File: config.mk
export PLATFORM = sky130hd
export DESIGN_NAME = maxnet_controller
export DESIGN_NICKNAME = d
export VERILOG_FILES = /design/src/rtl/maxnet_pkg.sv /design/src/rtl/maxnet_mac.sv /design/src/rtl/maxnet_controller.sv
export SDC_FILE = /design/constraint.sdc
export NUM_CORES = 1
export LEC_CHECK = 0
export BUFFER_PORTS_ARGS = -buffer_cell sky130_fd_sc_hd__clkbuf_2
export CORE_UTILIZATION = 40
export DETAILED_ROUTE_END_ITERATION = 10
export PLACE_DENSITY = 0.65
export SYNTH_ARGS = -nofsm -noshare
export SYNTH_HDL_FRONTEND = slang
export SYNTH_SLANG_ARGS = --single-unit
export TNS_END_PERCENT = 30
File: constraint.sdc
create_clock -name clk -period 8.1 [get_ports clk]
set_clock_uncertainty 0.15 [all_clocks]
set_input_delay 0.81 -clock clk [delete_from_list [all_inputs] [get_ports clk]]
set_output_delay 0.81 -clock clk [all_outputs]
set_load 0.05 [all_outputs]
File: src/rtl/maxnet_pkg.sv
// Shared defaults, FSM state encoding and the accumulator-to-activation conversion
// used by the MaxNet controller and its MAC datapath.
package maxnet_pkg;

  localparam int unsigned DEF_N        = 4;
  localparam int unsigned DEF_WIDTH    = 5;
  localparam int unsigned DEF_FRAC     = 3;
  localparam int unsigned DEF_MAX_ITER = 15;

  typedef enum logic [2:0] {
    S_IDLE,
    S_LOAD,
    S_CHECK,
    S_MAC,
    S_UPDATE,
    S_DONE
  } state_e;

  // Floor shift by frac, saturate to the signed word range, then clamp negatives to 0.
  function automatic logic signed [31:0] sat_relu(input logic signed [31:0] acc,
                                                  input int unsigned       frac,
                                                  input int unsigned       width);
    logic signed [31:0] shifted;
    logic signed [31:0] max_val;
    shifted = acc >>> frac;
    max_val = (32'sd1 <<< (width - 1)) - 32'sd1;
    if (shifted < 32'sd0) begin
      return 32'sd0;
    end
    if (shifted > max_val) begin
      return max_val;
    end
    return shifted;
  endfunction

endpackage

File: src/rtl/maxnet_mac.sv
// Time-shared signed multiply-accumulate with clear/enable and a combinational
// conversion of the running sum (including the current product) to an activation.
module maxnet_mac
  import maxnet_pkg::*;
#(
  parameter int unsigned WIDTH = DEF_WIDTH,
  parameter int unsigned FRAC  = DEF_FRAC,
  parameter int unsigned ACC_W = 2 * DEF_WIDTH + 2
) (
  input  logic             clk,
  input  logic             rst_n,
  input  logic             i_clr,
  input  logic             i_en,
  input  logic [WIDTH-1:0] i_a,
  input  logic [WIDTH-1:0] i_w,
  output logic [WIDTH-1:0] o_conv_c
);

  localparam int unsigned PROD_W = 2 * WIDTH;

  logic signed [PROD_W-1:0] w_prod;
  logic signed [ACC_W-1:0]  w_sum;
  logic signed [ACC_W-1:0]  r_acc;

  assign w_prod   = $signed(i_a) * $signed(i_w);
  assign w_sum    = r_acc + ACC_W'(w_prod);
  assign o_conv_c = WIDTH'(sat_relu(32'(w_sum), FRAC, WIDTH));

  // Clear wins over enable: the last term of a column is consumed via o_conv_c.
  always_ff @(posedge clk or negedge rst_n) begin
    if (!rst_n) begin
      r_acc <= '0;
    end else if (i_clr) begin
      r_acc <= '0;
    end else if (i_en) begin
      r_acc <= w_sum;
    end
  end

endmodule

File: src/rtl/maxnet_controller.sv
// MaxNet winner-take-all sequencer: loads activations, iterates the network over a
// single MAC unit and reports winner / no-winner / timeout.
module maxnet_controller
  import maxnet_pkg::*;
#(
  parameter int unsigned N        = DEF_N,
  parameter int unsigned WIDTH    = DEF_WIDTH,
  parameter int unsigned FRAC     = DEF_FRAC,
  parameter int unsigned MAX_ITER = DEF_MAX_ITER
) (
  input  logic                   clk,
  input  logic                   rst_n,
  input  logic                   start,
  input  logic [N*WIDTH-1:0]     x_in,
  input  logic [N*N*WIDTH-1:0]   w_in,
  output logic                   busy,
  output logic                   done,
  output logic [$clog2(N)-1:0]   winner,
  output logic                   no_winner,
  output logic                   timeout,
  output logic [3:0]             iter_count
);

  localparam int unsigned IDX_W = $clog2(N);
  localparam int unsigned ACC_W = 2 * WIDTH + IDX_W;
  localparam int unsigned CNT_W = 4;

  state_e             r_state;
  logic [WIDTH-1:0]   r_a      [N];
  logic [WIDTH-1:0]   r_a_next [N];
  logic [IDX_W-1:0]   r_i;
  logic [IDX_W-1:0]   r_j;
  logic [CNT_W-1:0]   r_iter;
  logic               r_busy;
  logic               r_done;
  logic [IDX_W-1:0]   r_winner;
  logic               r_no_winner;
  logic               r_timeout;

  logic [WIDTH-1:0]   w_x [N];
  logic [WIDTH-1:0]   w_w [N*N];
  logic [IDX_W:0]     w_nz_cnt;
  logic [IDX_W-1:0]   w_nz_idx;
  logic               w_mac_clr;
  logic               w_mac_en;
  logic               w_last_i;
  logic [WIDTH-1:0]   w_conv;

  assign busy       = r_busy;
  assign done       = r_done;
  assign winner     = r_winner;
  assign no_winner  = r_no_winner;
  assign timeout    = r_timeout;
  assign iter_count = r_iter;

  // Unpack the flattened memory buses; {i, j} equals i*N+j because N is a power of two.
  always_comb begin
    for (int k = 0; k < N; k++) begin
      w_x[k] = x_in[k*WIDTH +: WIDTH];
    end
    for (int k = 0; k < N*N; k++) begin
      w_w[k] = w_in[k*WIDTH +: WIDTH];
    end
  end

  always_comb begin
    w_nz_cnt = '0;
    w_nz_idx = '0;
    for (int k = 0; k < N; k++) begin
      if (r_a[k] != '0) begin
        w_nz_cnt = w_nz_cnt + (IDX_W+1)'(1);
        w_nz_idx = IDX_W'(k);
      end
    end
  end

  assign w_last_i  = (r_i == IDX_W'(N - 1));
  assign w_mac_en  = (r_state == S_MAC);
  assign w_mac_clr = (r_state == S_LOAD) || (w_mac_en && w_last_i);

  maxnet_mac #(
    .WIDTH (WIDTH),
    .FRAC  (FRAC),
    .ACC_W (ACC_W)
  ) u_mac (
    .clk      (clk),
    .rst_n    (rst_n),
    .i_clr    (w_mac_clr),
    .i_en     (w_mac_en),
    .i_a      (r_a[r_i]),
    .i_w      (w_w[{r_i, r_j}]),
    .o_conv_c (w_conv)
  );

  always_ff @(posedge clk or negedge rst_n) begin
    if (!rst_n) begin
      r_state     <= S_IDLE;
      r_i         <= '0;
      r_j         <= '0;
      r_iter      <= '0;
      r_busy      <= 1'b0;
      r_done      <= 1'b0;
      r_winner    <= '0;
      r_no_winner <= 1'b0;
      r_timeout   <= 1'b0;
      for (int k = 0; k < N; k++) begin
        r_a[k]      <= '0;
        r_a_next[k] <= '0;
      end
    end else begin
      r_done <= 1'b0;
      case (r_state)
        S_IDLE: begin
          if (start) begin
            r_state     <= S_LOAD;
            r_busy      <= 1'b1;
            r_winner    <= '0;
            r_no_winner <= 1'b0;
            r_timeout   <= 1'b0;
            r_iter      <= '0;
          end
        end
        S_LOAD: begin
          for (int k = 0; k < N; k++) begin
            r_a[k] <= w_x[k][WIDTH-1] ? '0 : w_x[k];
          end
          r_i     <= '0;
          r_j     <= '0;
          r_state <= S_CHECK;
        end
        S_CHECK: begin
          if (w_nz_cnt == (IDX_W+1)'(1)) begin
            r_winner <= w_nz_idx;
            r_done   <= 1'b1;
            r_state  <= S_DONE;
          end else if (w_nz_cnt == '0) begin
            r_no_winner <= 1'b1;
            r_done      <= 1'b1;
            r_state     <= S_DONE;
          end else if (r_iter == CNT_W'(MAX_ITER)) begin
            r_timeout <= 1'b1;
            r_done    <= 1'b1;
            r_state   <= S_DONE;
          end else begin
            r_state <= S_MAC;
          end
        end
        S_MAC: begin
          // i walks the sources of neuron j; column result lands when i wraps.
          if (w_last_i) begin
            r_a_next[r_j] <= w_conv;
            r_i           <= '0;
            if (r_j == IDX_W'(N - 1)) begin
              r_j     <= '0;
              r_state <= S_UPDATE;
            end else begin
              r_j <= r_j + IDX_W'(1);
            end
          end else begin
            r_i <= r_i + IDX_W'(1);
          end
        end
        S_UPDATE: begin
          for (int k = 0; k < N; k++) begin
            r_a[k] <= r_a_next[k];
          end
          r_iter  <= r_iter + CNT_W'(1);
          r_state <= S_CHECK;
        end
        S_DONE: begin
          r_busy  <= 1'b0;
          r_state <= S_IDLE;
        end
        default: begin
          r_busy  <= 1'b0;
          r_state <= S_IDLE;
        end
      endcase
    end
  end

endmodule

**After elaboration in Yosys (flattened, before gate mapping)**

Cells that the tools add are included.

- Word-level logic and storage cells: 137
- Output and inout port bits: 10
- Bits in registers: 69
- Bits of input ports: 103

- Bitwise logic cells: 4
- Reduce and logical (&&, ||, !) cells: 24
- Equality and inequality tests: 16
- $add $sub $neg: 7
- Magnitude comparators: 6
- $mul: 1
- Muxes and demuxes: 61

Operators by type and width:

| kind | count |
|---|---|
| two-way mux 5 bit | 9 |
| one-hot mux 20 bit (2 select lines) | 1 |
| two-way mux 3 bit | 9 |
| two-way mux 12 bit | 2 |
| binary-select mux 5 bit (select 4 bit) | 1 |
| bitwise mux 20 bit | 1 |
| two-way mux 4 bit | 5 |
| nonzero test 5 bit | 4 |
| two-way mux 1 bit | 16 |
| two-way mux 2 bit | 7 |
| adder 12 x 10 -> 12 bit | 1 |
| inequality test 2 bit (second input constant) | 6 |
| one-hot mux 2 bit (2 select lines) | 3 |
| one-hot mux 3 bit (4 select lines) | 1 |
| binary-select mux 5 bit (select 2 bit) | 1 |
| demux 5 bit (select 2 bit) | 1 |
| multiplier 5 x 5 -> 10 bit | 1 |
| nonzero test 2 bit | 5 |
| adder 3 x 1 -> 3 bit (second input constant) | 3 |
| > comparator 9 x 5 -> 1 bit (second input constant) | 1 |
| less-than comparator 9 x 1 -> 1 bit (second input constant) | 1 |
| one-hot mux 4 bit (2 select lines) | 1 |
| AND reduction 2 bit | 4 |
| equality test 3 x 1 -> 1 bit (second input constant) | 2 |
| 22 further kinds | 33 |

**Logic depth before layout (Yosys ltp)**

Gate-level depths: netlist (run 1).

- Depth after elaboration: 12
- Gate-level depth with buffers: 21
- Depth with buffers taken out: 17

**Hierarchy**

Synthesis (run 1) repeated with hierarchy kept, for this count alone.

- Cell total of the unflattened synthesis: 515
- Area, all modules: 5,571.6 µm²

Modules (own cells, without submodules):

| module | cells each | area an instance (µm²) | seq. area each (µm²) | instances |
|---|---|---|---|---|
| maxnet_controller | 301 | 3,487.1 | 1,426.4 | 1 |
| maxnet_mac | 214 | 2,084.5 | 300.3 | 1 |

**Least setup slack after synthesis (run 1)**

OpenSTA, ideal clock, no wires.

- Path kind: in2reg
- Start point: input w_in[45]
- End point: register r_a_next[11] (netlist bit)
- Stages on the path: 17
- Path buffers: 0
- Arrival time: 5.808 ns
- Required time: 7.805 ns
- Setup time: 0.145 ns
- Path slack: 1.997 ns
- Cells stage by stage: mux4_1 > mux4_2 > and2_1 > fa_1 > inv_1 > fa_1 > inv_1 > fa_1 > fa_1 > inv_1 > fa_1 > nand2b_1 > a21oi_1 > or3_4 > xor2_1 > nor4b_1 > o31ai_1

- Longest elaborated chain between the ends: 11
- Elaborated cells between the ends (all ways): 14
- Those cells by class: 1 x add/sub; 1 x mul; 2 x order compare; 10 x mux

RTL lines:

| item | RTL line | source |
|---|---|---|
| start: declaration | maxnet_controller.sv:15 | `input logic [N*N*WIDTH-1:0] w_in,` |
| binary-select mux 5 bit (select 4 bit) * | maxnet_controller.sv:91 | `.i_w (w_w[{r_i, r_j}]),` |
| two-way mux 5 bit (not written as such) * (2 in a row) | maxnet_controller.sv:91 |  |
| multiplier 5 x 5 -> 10 bit * | maxnet_mac.sv:25 | `assign w_prod = $signed(i_a) * $signed(i_w);` |
| adder 12 x 10 -> 12 bit * | maxnet_mac.sv:26 | `assign w_sum = r_acc + ACC_W'(w_prod);` |
| > comparator 9 x 5 -> 1 bit | maxnet_pkg.sv:30 | `if (shifted > max_val) begin` |
| two-way mux 1 bit (2 in a row) | maxnet_pkg.sv:30 |  |
| two-way mux 5 bit | maxnet_pkg.sv:33 | `return shifted;` |
| two-way mux 5 bit * | maxnet_pkg.sv:30 |  |
| bitwise mux 20 bit * | maxnet_controller.sv:151 | `r_a_next[r_j] <= w_conv;` |
| end signal: indexed assignment | maxnet_controller.sv:151 |  |
| end: declaration | maxnet_controller.sv:30 | `logic [WIDTH-1:0] r_a_next [N];` |

Every way passes the cells marked *; elsewhere a longest branch is shown, timed or not. The select of a mux whose other input is x is not followed.
A chain may end at the register's enable or synchronous reset.

**Final worst setup path (run 1)**

- Start point: register r_j[0]
- End point: register r_a_next[5] (netlist bit)

- Longest elaborated chain between the ends: 12
- Elaborated cells between the ends (all ways): 21
- Those cells by class: 1 x add/sub; 1 x mul; 4 x order compare; 12 x mux; 2 x bitwise; 1 x reduce/logical

RTL lines:

| item | RTL line | source |
|---|---|---|
| start: declaration | maxnet_controller.sv:32 | `logic [IDX_W-1:0] r_j;` |
| start signal: assignment | maxnet_controller.sv:157 | `r_j <= r_j + IDX_W'(1);` |
| inverter 4 -> 5 bit (not written as such) | maxnet_controller.sv:91 |  |
| binary-select mux 5 bit (select 4 bit) | maxnet_controller.sv:91 |  |
| two-way mux 5 bit (not written as such) (2 in a row) | maxnet_controller.sv:91 |  |
| multiplier 5 x 5 -> 10 bit | maxnet_mac.sv:25 |  |
| adder 12 x 10 -> 12 bit | maxnet_mac.sv:26 |  |
| > comparator 9 x 5 -> 1 bit | maxnet_pkg.sv:30 |  |
| two-way mux 1 bit (2 in a row) | maxnet_pkg.sv:30 |  |
| two-way mux 5 bit | maxnet_pkg.sv:33 |  |
| two-way mux 5 bit | maxnet_pkg.sv:30 |  |
| bitwise mux 20 bit * | maxnet_controller.sv:151 |  |

Marks and branches as above.

==> metrics, run 1 <==
Final period util=85.8%; # Max-Cap Violations=0; clk_lat worst skew=0.32 ns; commonest non-fill, non-tap cell in the layout=clkbuf_2; Crit path largest cell delay=0.88 ns; adder-cell share of the synthesized area=18.8%; Initial DRT Pass Iterations=4; Area growth syn-to-layout=16.6%; DR WL/cell=16.3 um; number of flops mapped to enable cells by yosys=0; Post-CTS Setup Bufs=0; DR vias/cell=5.40; layout cells sized above 1=26.8%; ant diodes=0; Most used DFF post-synth=dfrtp_1; Rows=42; post-synthesis mux area share=13.6%; synthesized area=5580 um^2; Final Max Slew Viols=0; HP Class=reg -> reg; WP data arrival=6.97 ns; fill cell count=1240; first-pass GRT wire length=21700 um; I/O Buffers=112; Die W=120 um; Final min period=6.95 ns; DR iter-0 viols=235; Post-CTS Resized=0; critical path buffer and inverter count=3; CTS tree=yes; flops & latches, synth=69; CP required=8.12 ns; initial antenna violation count=0; Worst Setup End Kind=flip-flop; asr flop ratio synth=100%; TritonCTS Sinks=69; Syn Inst Count=516; CP most frequent cell=fa_1; fmax=144 MHz; post-synthesis compound-gate area fraction=12.1%; Seq/Total Area, Yosys=31.0%; CP delay by family, top=adder cells; most frequent cells in the layout=clkbuf_2 (112), nand2_1 (69), dfrtp_1 (69); post-route setup TNS=0 ns; final WL=13100 um; status=finished, final reports clean; ANT nets after route=0; Clock transition at path regs=0.05 ns; remaining global-route overflow=0; Setup CP Type=reg -> reg; Die Height=120 um; RSZ-0062 raised after global routing=no; syn_nets=684; number of global-route vias before repair=4471; area of the core=13400 um^2; Total Routing Usage GR=18.9%; CP max stage cell=dfrtp_1; crit path cell chain=mux4_1 -> mux4_2 -> and2_1 -> fa_1 -> inv_1 -> fa_1 -> inv_1 -> fa_1 -> fa_1 -> inv_1 -> fa_1 -> nand2b_1 -> a21oi_1 -> or3_4 -> xor2_1 -> nor4b_1 -> o31ai_1; IO Pins=113; Placer Congestion=0.890; # DRC=0; final hold viol count=0; # nets final=789; Synth cell types=60; Synth Area in Simple Gates=16.0%; Post-Synth XOR/XNOR Area=2.96%; clock root buffer=clkbuf_16; Initial Util=41.6%; TritonCTS Buffers=9; hold-fix buffers at CTS=0; clk buf depth=2; die area=14400 um^2; Setup violations, final=0; CP Max Fanout=18; Syn Area/Cell=10.8 um^2; Final HPWL DP=10400 um; largest net degree at the start of global routing=70; worst slew pin tran=1.13 ns; vias=4333; slew margin rel.=24.1%; CP Launch Type=flip-flop; H-tree depth=3; Synth warnings=0; combinational family with the most area after synthesis=adder cells
==> worst reg2reg max path, stage by stage, from the launching register on <==
cell and delay, ns:
dfrtp_1 0.88, mux4_1 0.65, mux4_2 0.54, and2_1 0.30, fa_1 0.54, inv_1 0.05, fa_1 0.48, inv_1 0.06
fa_1 0.50, fa_1 0.56, inv_1 0.07, fa_1 0.46, nand2b_1 0.18, a21oi_1 0.15, or3_4 0.16, xor2_1 0.14
nor4b_1 0.77, o31ai_1 0.16
==> metal layers <==
metal	global-route usage [%]	part of all wire [%]	wire [um]	vias to the layer above
met5	0	0	0	-
met3	2.23	3.9	504	15
met1	25.6	45	5950	2154
met4	4.77	1.2	153	0
li1	-	-	-	2048
met2	32.3	49	6470	116
==> final timing paths <==
kind                              startpoint        endpoint  slack (ns)  cells after the start
worst min register to register  r_a_next[15]    r_a_next[15]        0.33                      2
worst min-delay path            r_a_next[15]    r_a_next[15]        0.33                      2
worst max-delay path                  r_j[0]     r_a_next[5]        1.15                     17
max in group asynchronous              rst_n  u_mac.r_acc[3]        6.69                      2
min in group asynchronous              rst_n         timeout        0.52                      2
worst max register to register        r_j[0]     r_a_next[5]        1.15                     17
==> per-stage QoR <==
stage | hold WS [ns] | setup WS (ns) | instance area, um^2 | cells | utilization [%]
floorplan | 0.299 | 2.00 | 5580 | 516 | -
detailed placement | 0.320 | 1.19 | 6230 | 786 | 46.5
finish | 0.331 | 1.15 | 6500 | 802 | 48.5
global route | 0.358 | 0.846 | 6500 | 802 | 48.5
global placement | 0.313 | 1.34 | 6230 | 786 | 46.5
CTS | 0.332 | 1.18 | 6500 | 802 | 48.5
==> registers in the layout, summed over array words and instances (netlist names) <==
name and count:
busy 1, done 1, iter_count 4, no_winner 1, r_a 20, r_a_next 20, r_i 2, r_j 2
r_state 3, timeout 1, u_mac.r_acc 12, winner 2
==> cell usage after synthesis (2+ instances only) <==
cell / n / area, um^2
a211o_1: 2 / 17.5
a21oi_1: 23 / 115
a22o_1: 10 / 87.6
and2_1: 17 / 106
and2_2: 2 / 15.0
buf_2: 2 / 10.0
buf_6: 5 / 56.3
clkbuf_1: 12 / 45.0
clkbuf_8: 3 / 41.3
dfrtp_1: 69 / 1730
fa_1: 31 / 621
ha_1: 34 / 425
inv_1: 39 / 146
mux2i_1: 2 / 20.0
mux4_1: 12 / 315
mux4_2: 17 / 383
nand2_1: 69 / 259
nand2b_1: 7 / 43.8
nand3_1: 10 / 50.1
nand3b_1: 2 / 15.0
nor2_1: 14 / 52.6
nor2b_1: 5 / 31.3
nor3_1: 5 / 25.0
nor3b_1: 17 / 128
nor4b_1: 2 / 17.5
nor4b_2: 2 / 30.0
o21ai_0: 39 / 195
o31ai_1: 16 / 120
or4_1: 2 / 15.0
xnor2_1: 11 / 96.3
xor2_1: 6 / 52.6
==> layout make-up <==
| type | count | area (um^2) | area share [%] |
|---|---|---|---|
| multi-input combinational | 385 | 3540 | 54.4 |
| timing repair buffer | 117 | 598 | 9.19 |
| clock buffer | 15 | 268 | 4.12 |
| clock inverter | 1 | 5.00 | 0.0769 |
| sequential | 69 | 1730 | 26.5 |
| inverter | 39 | 146 | 2.25 |
| tap | 176 | 220 | 3.39 |
==> cell families after synthesis <==
logic type,after synthesis
buf+inv,62
mux,33
fa+ha+maj,65
flops,69
compound gates,103
xor+xnor,18
simple gates,166
Power of run 1 is left out: the tool's default activity adds up to more than one toggle a clock period on the data nets, which glitch-free logic cannot reach.
==> run 2: changes to the inputs <==
--- a/config.mk
+++ b/config.mk
@@ -5,6 +5,7 @@
 export SDC_FILE = /design/constraint.sdc
 export NUM_CORES = 1
 export LEC_CHECK = 0
+export ABC_AREA = 1
 export BUFFER_PORTS_ARGS = -buffer_cell sky130_fd_sc_hd__clkbuf_2
 export CORE_UTILIZATION = 40
 export DETAILED_ROUTE_END_ITERATION = 10
==> constraint.sdc (replaced) <==
create_clock -name clk -period 8.4 [get_ports clk]
set_clock_uncertainty 0.15 [all_clocks]
set_input_delay 0.84 -clock clk [delete_from_list [all_inputs] [get_ports clk]]
set_output_delay 0.84 -clock clk [all_outputs]
set_load 0.05 [all_outputs]
==> run 2 against run 1 <==
Global-route usage is 1.0 points higher. Die area is 2.5% higher. Count of clock-buffer cells in the layout is 3 lower. Utilization shrank 0.64 points. Sequential cell count is the same. Register-to-register slack gained 1.2 ns. Worst setup slack gained 1.2 ns. Routed wire length grew 10%. Synthesized area grew 2.6%. Critical path type unchanged. Highest routed layer unchanged.
==> metrics, run 2 <==
Post-CTS Resized=0 (unchanged); ANT nets after route=0 (unchanged); most frequent cells in the layout=nand2_1 (161), inv_1 (112), clkbuf_2 (111); initial antenna violation count=0 (unchanged); RSZ-0062 raised after global routing=no; Yosys top cell area share=30.2% (-0.77 points); post-route cell area=6680 um^2 (+2.6%); Seq/Total Area, Yosys=30.2% (-0.77 points); first-pass GRT wire length=23200 um (+7.2%); number of flops mapped to enable cells by yosys=0 (unchanged); Setup violations, final=0 (unchanged); Die Height=122 um (+1.2%); slew margin rel.=40.6% (+17 points); post-route insts no fill=1054 (+31%); Synth top cells by count=nand2_1 (161), inv_1 (112), nor2_1 (81); syn_nets=938 (+37%); fill cell count=1437 (+16%); final hold viol count=0 (unchanged); asr flop ratio synth=100% (unchanged); Final HPWL DP=11500 um (+11%); worst reg2reg path depth=20 (+3); Register Area=1730 um^2 (unchanged); WP data arrival=6.16 ns (-0.81 ns); Rows=43 (+2.4%); post-route setup TNS=0 ns (unchanged); TritonCTS Buffers=9 (unchanged); CTS tree=yes; Synth cell types=36 (-40%); DR iter-0 viols=373 (+59%); Largest regs=r_a x20, r_a_next x20, u_mac.r_acc x12; H-tree depth=3 (unchanged); clk_lat worst skew=0.33 ns (about the same); commonest non-fill, non-tap cell in the layout=nand2_1; IO Pins=113 (unchanged); layout cells sized above 1=18.9% (-8.0 points); CP required=8.47 ns (+0.35 ns); RR Startpoint=r_i[0]; I/O Buffers=112 (unchanged); # Max-Cap Violations=0 (unchanged); CP Launch Type=flip-flop; post-synthesis mux area share=0% (-14 points); top-count cell post-synth=nand2_1; DR WL/cell=13.7 um (-16%); vias=5266 (+22%); Hold WS=0.325 ns (-0.00551 ns); flops & latches, synth=69 (unchanged); Initial DRT Pass Iterations=5 (+1); CP startpoint=r_i[0]; synth top area cells=dfrtp_1 (30%), fa_1 (11%), nand2_1 (11%), ha_1 (7.4%), inv_1 (7.3%); post-synthesis compound-gate area fraction=16.0% (+3.9 points); Syn Area/Cell=7.43 um^2 (-31%); # DRC=0 (unchanged); Worst R2R Setup Slack=2.30 ns (+1.15 ns); status=finished, final reports clean; crit path to=r_a_next[6]; Post-Synth XOR/XNOR Area=1.38% (-1.6 points); die area=14800 um^2 (+2.5%); Die W=122 um (+1.2%); Total Routing Usage GR=20.0% (+1.0 points); Initial Util=41.1% (-0.57 points); combinational family with the most area after synthesis=simple AND/OR/NAND/NOR gates; FF-to-FF End=r_a_next[6]; multi-input logic area=3350 um^2 (-5.3%); Clock transition at path regs=0.06 ns (about the same); Synth Area in Simple Gates=23.0% (+6.9 points); Yosys top cell by area=dfrtp_1; fmax=164 MHz (+14%); Post-CTS Setup Bufs=0 (unchanged); Worst Setup End Kind=flip-flop; Syn Inst Count=770 (+49%); worst slew pin tran=0.891 ns (-0.239 ns); Final Max Slew Viols=0 (unchanged); # nets final=1037 (+31%); synthesized area=5720 um^2 (+2.6%); Setup CP Type=reg -> reg; placed cells=1038 (+32%); adder-cell share of the synthesized area=18.3% (-0.47 points); area of the core=13900 um^2 (+4.0%); Placed Instance Area=6390 um^2 (+2.5%); clk buf depth=2 (unchanged); DR vias/cell=5.00 (-7.5%); CP Max Fanout=26 (+8); Placer Congestion=0.846 (-5.0%); remaining global-route overflow=0 (unchanged); Most used DFF post-synth=dfrtp_1; Final period util=72.6% (-13 points); Synth warnings=0 (unchanged); hold-fix buffers at CTS=0 (unchanged); clock root buffer=clkbuf_16; number of global-route vias before repair=4804 (+7.4%); HP Class=reg -> reg; TritonCTS Sinks=69 (unchanged); Final min period=6.10 ns (-0.855 ns); final WL=14400 um (+10%); Area growth syn-to-layout=16.7% (about the same); largest net degree at the start of global routing=70 (unchanged); ant diodes=0 (unchanged)
==> run 2: cell types whose count changed in the layout (fill, tap and decap cells not counted), sizes merged, moves of 10 or more <==
cell	previous run	this run
mux4	30	0
nand2	69	164
a22o	11	1
nor3b	18	0
o22ai	0	11
o21ai	40	104
o211ai	1	12
and2	19	0
o31ai	17	0
nor2	15	86
nand3	11	44
inv	39	134
a21oi	24	11
==> run 2: cell type report <==
type	count	share of cell area, %
inverter	133	7.48
timing repair buffer	115	8.73
tap	180	3.37
multi-input combinational	541	50.2
clock buffer	12	3.84
clock inverter	4	0.469
sequential	69	25.9
==> run 2: metrics by stage <==
stage | setup WS [ns] | utilization (%)
floorplan | 3.19 | -
global placement | 2.37 | 45.8
detailed placement | 2.32 | 45.8
CTS | 2.29 | 47.9
global route | 1.85 | 47.9
finish | 2.30 | 47.9
==> run 2: worst max-delay path: stages, from the launching register on <==
cell	delay [ns]
dfrtp_1	0.88
inv_2	0.31
or2_2	0.35
a32oi_1	0.41
inv_1	0.11
nand2_1	0.11
fa_1	0.45
fa_1	0.55
inv_1	0.06
fa_1	0.49
fa_1	0.55
inv_1	0.07
fa_1	0.45
inv_1	0.09
nand3_1	0.07
nand3_1	0.11
xor2_1	0.10
nor2_1	0.22
nand3_1	0.24
nand3_1	0.13
nand2_1	0.07
==> run 2: worst min path at each step <==
stage | from | to | slack [ns] | cells past startpoint
after floorplan | r_a_next[10] | r_a_next[10] | 0.29 | 2
after global placement | r_a_next[13] | r_a_next[13] | 0.31 | 2
after detailed placement | r_a_next[11] | r_a_next[11] | 0.31 | 2
after CTS | r_a_next[13] | r_a_next[13] | 0.33 | 2
after global routing | r_a_next[16] | r_a_next[16] | 0.35 | 2
final | r_a_next[16] | r_a_next[16] | 0.33 | 2
==> run 2: cell families (layout without fill, tap and decap cells) <==
family	count (synthesis)	count (layout)
buf+inv	160	264
simple gates	309	309
fa+ha+maj	65	65
flops	69	69
compound gates	158	158
xor+xnor	9	9
==> run 2: routing by layer <==
layer  track usage [%]  wire (um)
met5                 0          0
met4              5.56        249
met3              2.86        709
met2              32.5       6470
met1              27.8       6980
Power of run 2 is left out for the same reason.
==> run 3: changes to the inputs <==
--- a/config.mk
+++ b/config.mk
@@ -5,7 +5,7 @@
 export SDC_FILE = /design/constraint.sdc
 export NUM_CORES = 1
 export LEC_CHECK = 0
-export ABC_AREA = 1
+export ABC_AREA = 0
 export BUFFER_PORTS_ARGS = -buffer_cell sky130_fd_sc_hd__clkbuf_2
 export CORE_UTILIZATION = 40
 export DETAILED_ROUTE_END_ITERATION = 10
==> constraint.sdc (replaced) <==
create_clock -name clk -period 6.3 [get_ports clk]
set_clock_uncertainty 0.15 [all_clocks]
set_input_delay 0.63 -clock clk [delete_from_list [all_inputs] [get_ports clk]]
set_output_delay 0.63 -clock clk [all_outputs]
set_load 0.05 [all_outputs]
==> run 3 against run 2 <==
First-iteration DRC count decreased by 49%. Critical path depth shrank 2. Global-route usage down 0.091 points. Via count is 17% lower. Worst setup slack got worse by 2.1 ns. Cell count fell by 23%. Count of clock-buffer cells in the layout increased by 1. Utilization increased by 2.9 points. Sequential cell count unchanged. Die area is 2.5% lower. Hold slack gained 0.0036 ns.
==> metrics, run 3 (same netlist as run 1, synthesis figures left out) <==
status=finished, final reports clean; commonest non-fill, non-tap cell in the layout=clkbuf_2; CTS tree=yes; Crit path largest cell delay=0.57 ns (-0.31 ns); Hold Path End=r_a_next[13]; CP delay by family, top=adder cells; largest net degree at the start of global routing=70 (unchanged); die area=14400 um^2 (-2.5%); RR Startpoint=r_j[0]; slew margin rel.=18.1% (-22 points); DR WL/cell=16.6 um (+22%); Final Max Slew Viols=0 (unchanged); Setup violations, final=0 (unchanged); layout cells sized above 1=30.6% (+12 points); Clock transition at path regs=0.06 ns (about the same); area of the core=13400 um^2 (-3.8%); Largest regs=r_a x20, r_a_next x20, u_mac.r_acc x12; Die W=120 um (-1.2%); Final min period=6.05 ns (-0.0491 ns); CP Max Fanout=10 (-62%); Placer Congestion=0.892 (+5.4%); Rows=42 (-2.3%); fill cell count=1208 (-16%); final hold viol count=0 (unchanged); WP depth=18 (-10%); Total Routing Usage GR=19.9% (-0.091 points); DR iter-0 viols=190 (-49%); HP Class=reg -> reg; clk_lat worst skew=0.33 ns (about the same); worst reg2reg path depth=18 (-10%); CP max stage cell=mux4_1; most frequent cells in the layout=clkbuf_2 (112), nand2_1 (69), dfrtp_1 (68); FF-to-FF End=r_a_next[15]; DR vias/cell=5.39 (+8.0%); RSZ-0062 raised after global routing=yes; # Max-Cap Violations=0 (unchanged); clk buf depth=2 (unchanged); IO Pins=113 (unchanged); Final HPWL DP=10600 um (-7.1%); Area growth syn-to-layout=22.0%; final WL=13500 um (-6.3%); post-route setup TNS=0 ns (unchanged); Initial Util=41.6% (+0.57 points); ANT nets after route=0 (unchanged); crit path cell chain=buf_12 -> mux4_1 -> mux4_2 -> and2_1 -> fa_1 -> inv_1 -> fa_1 -> inv_1 -> fa_1 -> fa_1 -> ha_1 -> a21oi_1 -> nand4b_1 -> nand3_1 -> a211o_2 -> nor4b_1 -> buf_4 -> o31ai_1; I/O Buffers=112 (unchanged); Hold Startpoint=r_a_next[13]; H-tree depth=3 (unchanged); Final period util=96.0% (+23 points); CP most frequent cell=fa_1; # DRC=0 (unchanged); first-pass GRT wire length=22600 um (-2.9%); Worst Hold Depth=2 (unchanged); CP Launch Type=flip-flop; CP startpoint=r_j[0]; Worst Setup End Kind=flip-flop; Initial DRT Pass Iterations=6 (+1); vias=4375 (-17%); worst slew pin tran=1.23 ns (+0.337 ns); critical path buffer and inverter count=4 (-1); TritonCTS Buffers=9 (unchanged); Die Height=120 um (-1.2%); clock root buffer=clkbuf_16; TritonCTS Sinks=69 (unchanged); CP required=6.35 ns (-2.12 ns); ant diodes=0 (unchanged); # nets final=798 (-23%); initial antenna violation count=0 (unchanged); WP data arrival=6.10 ns (-0.06 ns); remaining global-route overflow=0 (unchanged); Worst R2R Setup Slack=0.25 ns (-2.05 ns); number of global-route vias before repair=4563 (-5.0%); Setup CP Type=reg -> reg; fmax=165 MHz (+0.81%)
[run 3: cell count changes in the layout (fill, tap and decap cells not counted), moves of 17 or more]
cell,previous run,this run
and2_1,0,17
inv_1,112,39
inv_2,21,0
mux4_2,0,17
nand2_1,161,69
nand3_1,43,10
nor2_1,81,14
nor3b_1,0,17
o21ai_0,68,39
o21ai_1,36,0
[run 3: timing repair]
item / in CTS / in global routing
buffers inserted: 0 / 3
resized for setup: 3 / 14
hold buffers: 0 / 0
cloned: 0 / 1
pin swaps: 0 / 3
endpoints found under the setup margin: 10 / 17
[run 3: cell type report]
type                       count  area, um^2  share of cell area [%]
tap                          176         220                    3.24
sequential                    69        1730                    25.4
clock inverter                 3        65.1                   0.956
clock buffer                  13         280                    4.12
timing repair buffer         126         721                    10.6
inverter                      39         146                    2.15
multi-input combinational    385        3640                    53.5
[run 3: worst max-delay path by stage]
stage | end | slack (ns)
finish | r_a_next[15] | 0.25
global route | r_a_next[15] | -0.02
global placement | r_a_next[2] | 0.04
detailed placement | r_a_next[10] | -0.03
floorplan | r_a_next[11] | 0.30
CTS | r_a_next[8] | 0.04
[run 3: per-layer routing]
layer,track usage [%],share of wire (%),vias to the layer above
met2,34.1,51,101
met3,2.95,3.7,12
met5,0,0,-
met1,26.3,44,2197
li1,-,-,2065
met4,4.92,1.1,0
[run 3: tightest hold or removal path: cells and delay by family, from the launching register on]
| kind | cells | cell delay (ns) |
|---|---|---|
| flops | 1 | 0.34 |
| compound gates | 1 | 0.05 |
| simple gates | 1 | 0.05 |
[run 3: through the flow]
| stage | area, um^2 | instances | hold slack (ns) | util (%) | setup WS [ns] |
|---|---|---|---|---|---|
| 2_1_floorplan | 5580 | 516 | 0.184 | - | 0.302 |
| 3_3_place_gp | 6290 | 791 | 0.310 | 47.0 | 0.0404 |
| 3_5_place_dp | 6290 | 791 | 0.316 | 47.0 | -0.0317 |
| 4_1_cts | 6670 | 807 | 0.329 | 49.8 | 0.0401 |
| 5_1_grt | 6800 | 811 | 0.348 | 50.8 | -0.0151 |
| 6_report | 6800 | 811 | 0.329 | 50.8 | 0.250 |
Power of run 3 is left out for the same reason.
